<file path="src/rtl/rr_arb2_pkt_pkg.sv">
// Shared constants and grant selection for the two-source packet arbiter.
// Source 0 wins the first contention after reset because last_src starts at 1.
package arb_pkg;

  localparam logic [1:0] ST_IDLE  = 2'd0;
  localparam logic [1:0] ST_LOCK0 = 2'd1;
  localparam logic [1:0] ST_LOCK1 = 2'd2;

  localparam logic LAST_SRC_RST = 1'b1;

  // Locked states pin the grant. Idle picks whichever source is valid,
  // alternating on contention.
  function automatic logic pick(input logic [1:0] st, input logic v0,
                                input logic v1, input logic last_src);
    logic g;
    case (st)
      ST_LOCK0: g = 1'b0;
      ST_LOCK1: g = 1'b1;
      default: begin
        if (v0 && v1)  g = ~last_src;
        else if (v0)   g = 1'b0;
        else if (v1)   g = 1'b1;
        else           g = last_src;
      end
    endcase
    return g;
  endfunction

endpackage

</file>
<file path="src/rtl/rr_arb2_pkt_if.sv">
// Handshake bundle: two valid/ready input streams, one output stream and the mux select.
interface rr_arb2_pkt_if #(parameter int DATA_W = 8);
  logic              in0_valid, in0_last, in0_ready;
  logic [DATA_W-1:0] in0_data;
  logic              in1_valid, in1_last, in1_ready;
  logic [DATA_W-1:0] in1_data;
  logic              out_valid, out_last, out_ready;
  logic [DATA_W-1:0] out_data;
  logic              sel;

  modport slave (
    input  in0_valid, in0_data, in0_last, in1_valid, in1_data, in1_last, out_ready,
    output in0_ready, in1_ready, out_valid, out_data, out_last, sel
  );

  modport master (
    output in0_valid, in0_data, in0_last, in1_valid, in1_data, in1_last, out_ready,
    input  in0_ready, in1_ready, out_valid, out_data, out_last, sel
  );
endinterface

</file>
<file path="src/rtl/rr_arb2_pkt_out_reg_stage.sv">
// Single-entry output register (valid/data/last/sel) with a combinational ready path.
module out_reg_stage #(
  parameter int DATA_W = 8
) (
  input  logic              clk,
  input  logic              rst,
  input  logic              ld,
  input  logic [DATA_W-1:0] d_data,
  input  logic              d_last,
  input  logic              d_sel,
  input  logic              ready,
  output logic              valid,
  output logic [DATA_W-1:0] data,
  output logic              last,
  output logic              sel,
  output logic              space
);

  assign space = !valid || ready;

  // sel only moves on a load, so the downstream mux never switches under a held beat.
  always_ff @(posedge clk or posedge rst) begin
    if (rst) begin
      valid <= 1'b0;
      data  <= '0;
      last  <= 1'b0;
      sel   <= 1'b0;
    end else if (ld) begin
      valid <= 1'b1;
      data  <= d_data;
      last  <= d_last;
      sel   <= d_sel;
    end else if (ready) begin
      valid <= 1'b0;
    end
  end

endmodule

</file>
<file path="src/rtl/rr_arb2_pkt.sv">
// Round-robin 2:1 packet arbiter.
// The grant is locked from the first beat until the last beat is accepted.
module rr_arb2_pkt
  import arb_pkg::*;
#(
  parameter int DATA_W = 8
) (
  input  logic           clk,
  input  logic           rst,
  rr_arb2_pkt_if.slave   bus
);

  logic [1:0]        state;
  logic              last_src;
  logic              g, gv, gl, space, take;
  logic [DATA_W-1:0] gd;

  always_comb begin
    g  = pick(state, bus.in0_valid, bus.in1_valid, last_src);
    gv = g ? bus.in1_valid : bus.in0_valid;
    gd = g ? bus.in1_data  : bus.in0_data;
    gl = g ? bus.in1_last  : bus.in0_last;
  end

  assign take          = gv && space;
  assign bus.in0_ready = space && !g;
  assign bus.in1_ready = space &&  g;

  always_ff @(posedge clk or posedge rst) begin
    if (rst) begin
      state    <= ST_IDLE;
      last_src <= LAST_SRC_RST;
    end else if (take) begin
      last_src <= g;
      state    <= gl ? ST_IDLE : (g ? ST_LOCK1 : ST_LOCK0);
    end
  end

  out_reg_stage #(.DATA_W(DATA_W)) u_out (
    .clk    (clk),
    .rst    (rst),
    .ld     (take),
    .d_data (gd),
    .d_last (gl),
    .d_sel  (g),
    .ready  (bus.out_ready),
    .valid  (bus.out_valid),
    .data   (bus.out_data),
    .last   (bus.out_last),
    .sel    (bus.sel),
    .space  (space)
  );

endmodule

</file>
<file path="src/flat_wrapper.sv">
// flat-port wrapper written by rule: the top's interface ports become plain ports
module rr_arb2_pkt_flat import arb_pkg::*;
#(
  parameter int DATA_W = 8
)
  (clk, rst, bus_in0_valid, bus_in0_data, bus_in0_last, bus_in1_valid, bus_in1_data, bus_in1_last, bus_out_ready, bus_in0_ready, bus_in1_ready, bus_out_valid, bus_out_data, bus_out_last, bus_sel);
  rr_arb2_pkt_if #(.DATA_W(DATA_W)) bus_i ();
  input  logic clk;
  input  logic rst;
  input wire logic [$bits(bus_i.in0_valid)-1:0] bus_in0_valid;
  input wire logic [$bits(bus_i.in0_data)-1:0] bus_in0_data;
  input wire logic [$bits(bus_i.in0_last)-1:0] bus_in0_last;
  input wire logic [$bits(bus_i.in1_valid)-1:0] bus_in1_valid;
  input wire logic [$bits(bus_i.in1_data)-1:0] bus_in1_data;
  input wire logic [$bits(bus_i.in1_last)-1:0] bus_in1_last;
  input wire logic [$bits(bus_i.out_ready)-1:0] bus_out_ready;
  output wire logic [$bits(bus_i.in0_ready)-1:0] bus_in0_ready;
  output wire logic [$bits(bus_i.in1_ready)-1:0] bus_in1_ready;
  output wire logic [$bits(bus_i.out_valid)-1:0] bus_out_valid;
  output wire logic [$bits(bus_i.out_data)-1:0] bus_out_data;
  output wire logic [$bits(bus_i.out_last)-1:0] bus_out_last;
  output wire logic [$bits(bus_i.sel)-1:0] bus_sel;
  assign bus_i.in0_valid = bus_in0_valid;
  assign bus_i.in0_data = bus_in0_data;
  assign bus_i.in0_last = bus_in0_last;
  assign bus_i.in1_valid = bus_in1_valid;
  assign bus_i.in1_data = bus_in1_data;
  assign bus_i.in1_last = bus_in1_last;
  assign bus_i.out_ready = bus_out_ready;
  assign bus_in0_ready = bus_i.in0_ready;
  assign bus_in1_ready = bus_i.in1_ready;
  assign bus_out_valid = bus_i.out_valid;
  assign bus_out_data = bus_i.out_data;
  assign bus_out_last = bus_i.out_last;
  assign bus_sel = bus_i.sel;
  rr_arb2_pkt #(.DATA_W(DATA_W)) u_core (.clk(clk), .rst(rst), .bus(bus_i));
endmodule
</file>
<file path="config.mk">
export PLATFORM = sky130hd
export DESIGN_NAME = rr_arb2_pkt_flat
export DESIGN_NICKNAME = d
export VERILOG_FILES = /design/src/rtl/rr_arb2_pkt_pkg.sv /design/src/rtl/rr_arb2_pkt_if.sv /design/src/rtl/rr_arb2_pkt_out_reg_stage.sv /design/src/rtl/rr_arb2_pkt.sv /design/src/flat_wrapper.sv
export SDC_FILE = /design/constraint.sdc
export NUM_CORES = 1
export LEC_CHECK = 0
export BUFFER_PORTS_ARGS = -buffer_cell sky130_fd_sc_hd__buf_4
export CORE_MARGIN = 8
export CORE_UTILIZATION = 30
export DETAILED_ROUTE_END_ITERATION = 10
export PLACE_DENSITY = 0.56
export SLEW_MARGIN = 30
export SYNTH_ARGS = -nofsm -noshare
export SYNTH_HDL_FRONTEND = slang
export SYNTH_HIERARCHICAL = 1
export SYNTH_SLANG_ARGS = --single-unit
export TNS_END_PERCENT = 30
</file>
<file path="constraint.sdc">
create_clock -name clk -period 6.9 [get_ports clk]
set_input_delay 1.38 -clock clk [delete_from_list [all_inputs] [get_ports clk]]
set_output_delay 1.38 -clock clk [all_outputs]
set_load 0.05 [all_outputs]
</file>
==> impl_results.md <==
- Internal power contribution: 0.349 mW
- Yosys warning total: 6
- Net switching power of the design: 0.309 mW
- Worst setup path startpoint: bus_in1_valid
- Number of cells on the worst reg-to-reg path: 6
- Worst vdd ir: 0.280 mV
- Number of failing hold endpoints at the final stage: 0
- Quantity of gates resized following cts: 0
- Most common cell in the netlist: sky130_fd_sc_hd__dfrtp_1
- Clk network pwr share: 7.2%
- Post-synth ARST share: 100%
- First drt pass iteration count: 2
- DP Wirelength: 1.49 mm
- Crit start category: input pin
- Cell-by-cell trace of the critical path: buf_4 > or2_4 > a31oi_4 > and2_1 > buf_4
- Crit path buffers/inverters: 2
- Pin count of the biggest net entering global routing: 17
- Number of diodes added for antenna fixing: 0
- Final slew viol count: 0
- Peak fanout along the critical path: 16
- Clock buffers created by TritonCTS: 3
- Starting Density: 31.1%
- Clock skew after layout: 9.81 ps
- Cell with the largest stage delay on the worst path: sky130_fd_sc_hd__a31oi_4
- CP Data Required Time: 5520 ps
- Final Cycle Share: 58.9%
- Count of fill cells added during filler insertion: 271
- Detailed-route vias per instance: 4.64
- Area of the placeable core: 2710 sq um
- Post-detailed-route wirelength per cell: 14.2 microns
- Synthesized instance count: 64
- Final-report setup violation count: 0
- DIE WIDTH: 69.0 microns
- Number of cells in the finished layout apart from fillers: 132
- Number of remaining DRC errors: 0
- Slew margin rel.: 37.4%
- Area share of the leading cell type in the synthesized netlist: 38.6%
- Top Metal Used: met4
- Gr usage total: 8.21%
- Ports placed on the boundary: 36
- Origin of the critical flop-to-flop path: u_core/state[0]$_DFFE_PP0P_
- Post-synthesis sequential area ratio: 41.7%
- Synthesized area: 843 sq um
- Fraction of final layout cells with drive strength greater than 1: 62.4%
- Crit end category: primary output
- Register bit total from synthesis: 14
- Transition at the pin with the smallest max-transition slack: 920 ps
- Met3 wirelength from detailed routing: 98 microns
- Clock transition at the register clock pins on the worst setup and hold paths after CTS: 70 ps
- Most used cell, CP: sky130_fd_sc_hd__buf_4
- Comb power frac: 69.8%
- Clock insertion delay at the later pin of the skew report: 270 ps
- Die height: 69.0 microns
- Initial antenna violation count: 0
- Buffer cell driving the clock tree root: sky130_fd_sc_hd__clkbuf_4
- Worst path depth: 5
- DR WL met2: 960 microns
- Routed vias: 613
- Crit path capture: bus_in0_ready
- Biggest area consumer among synthesized cells: sky130_fd_sc_hd__dfrtp_1
- Proportion of total power due to net switching: 47.0%
- Hold/Removal Path Class: reg2reg
- Data arrival time of the worst path: 2680 ps
- Quantity of hold-fixing buffers added after cts: 0
- Sum of negative setup slack: 0 ps
- Global-route wire length before repair: 3.39 mm
- Total congestion overflow after global routing: 0
- TritonCTS clock tree: built
- TritonCTS Sinks: 14
- Register-to-register setup slack: 4030 ps
- Maximum buffer depth of the clock tree: 2
- Worst reg2reg path endpoint: u_core/u_out/last$_DFFE_PP0P_
- Initial drt markers: 17
- Die footprint: 4760 sq um
- Wire length on met1: 806 microns
- Critical path start-end classification: in2out
- Crit path time final: 4060 ps
- Number of placed instances, taps included: 128
- Number of synthesized flops with an enable pin: 0
- Site row count: 19
- Synth cell types: 27
- Number of port buffers: 35
- Sequential share of power: 23.0%
- Count of antenna-violating nets left after detailed routing: 0
- Unrepaired setup endpoints after global routing: false
- Synthesis-to-layout area growth: 36.2%
- Upper clock frequency limit: 0.246 GHz
- Number of buffers inserted by post-CTS setup repair: 0
- Final layout net count: 126
- Wirelength, routed: 1.88 mm
- Max-cap viol count: 0
- Kind of cell with the highest combined delay on the critical path: compound AO/OA/AOI/OAI gates
- Leakage power: 0.567 nW
- Ranking of synthesized cells by instance count: sky130_fd_sc_hd__dfrtp_1, sky130_fd_sc_hd__mux2_4, sky130_fd_sc_hd__mux2_2
- Status: completed
- Count of H-tree levels built during CTS: 1
- Cell area power density: 573 nW/um^2
- Global placement routability congestion: 0.732
- Vias in the first global route: 693
- Largest stage delay, worst path: 510 ps
- Most instantiated flip-flop cell in the synthesis netlist: sky130_fd_sc_hd__dfrtp_1
- Syn Area/Cell: 13.2 sq um
- Synthesized netlist net count: 88
- Largest cells by area after synthesis: sky130_fd_sc_hd__dfrtp_1, sky130_fd_sc_hd__mux2_4, sky130_fd_sc_hd__mux2_2
## cells in the final DEF, fill, tap and decap left out, drive strengths merged, types with 2 or more instances in the layout
cell,n
inv,5
a31oi,2
nand2b,2
dfrtp,13
clkbuf,4
nand2,4
mux2,19
buf,35
## through the flow
step                util [%]  setup WS [ps]  hold WS (ps)  cell area, sq um  power, mW
floorplan                  -           3030           477               843      0.520
global placement        41.4           2820           497              1120      0.616
detailed placement      41.4           2820           494              1120      0.618
CTS                     42.4           2820           517              1150      0.669
global route            42.4           2770           548              1150      0.699
finish                  42.4           2840           515              1150      0.658
## kinds of logic (layout without fill, tap and decap cells)
kind of cell               count (synthesis)  count (layout)  synth area share [%]
AOI/OAI and AO/OA                          9               9                  9.35
buffers and inverters                      7              44                  5.34
and+or+nand+nor                           13              13                  10.2
muxes                                     20              20                  31.9
adders and majority gates                  1               1                  1.48
DFF                                       14              14                  41.7
## tightest hold or removal path: cells and delay by family, from the launching register on
kind,cells,cell delay [ps]
flip-flops,1,400
AO/OA/AOI/OAI,1,70
AND/OR/NAND/NOR,1,50
## cell type report
cell class / instances / area [sq um] / share of cell area (%)
Clock buffer: 4 / 26.3 / 2.29
Inverter: 5 / 18.8 / 1.63
Multi-Input combinational cell: 43 / 450 / 39.2
Sequential cell: 14 / 352 / 30.6
Tap cell: 31 / 38.8 / 3.38
Timing Repair Buffer: 35 / 263 / 22.9
## how the worst min path moves through the flow
| stage | end | start | slack, ps | cells after the start |
|---|---|---|---|---|
| CTS | u_core/last_src$_DFFE_PP1P_ | u_core/last_src$_DFFE_PP1P_ | 520 | 2 |
| global placement | u_core/u_out/data[7]$_DFFE_PP0P_ | u_core/u_out/data[7]$_DFFE_PP0P_ | 500 | 1 |
| global route | u_core/u_out/data[1]$_DFFE_PP0P_ | u_core/u_out/data[1]$_DFFE_PP0P_ | 550 | 1 |
| floorplan | u_core/last_src$_DFFE_PP1P_ | u_core/last_src$_DFFE_PP1P_ | 480 | 2 |
| detailed placement | u_core/u_out/data[6]$_DFFE_PP0P_ | u_core/u_out/data[6]$_DFFE_PP0P_ | 490 | 1 |
| finish | u_core/last_src$_DFFE_PP1P_ | u_core/last_src$_DFFE_PP1P_ | 520 | 2 |
## power groups by stage
stage,Sequential (mW),Clock [mW],Combinational (mW)
2_1_floorplan,0.265,0,0.256
3_3_place_gp,0.152,0,0.464
3_5_place_dp,0.153,0,0.465
4_1_cts,0.152,0.0514,0.466
5_1_grt,0.157,0.0561,0.486
6_report,0.151,0.0474,0.459
## routing by layer
layer / vias up / global-route usage (%)
li1: 300 / -
met1: 292 / 10.1
met2: 19 / 12.9
met3: 2 / 2.86
met4: 0 / 2.73
met5: - / 0
## flip-flops by register name, summed over array words and instances, names as in the netlist
signal,flops
u_core/u_out/data,8
u_core/u_out/last,1
u_core/u_out/valid,1
u_core/last_src,1
u_core/state,2
u_core/u_out/sel,1
(Power assumes the default switching activity.)
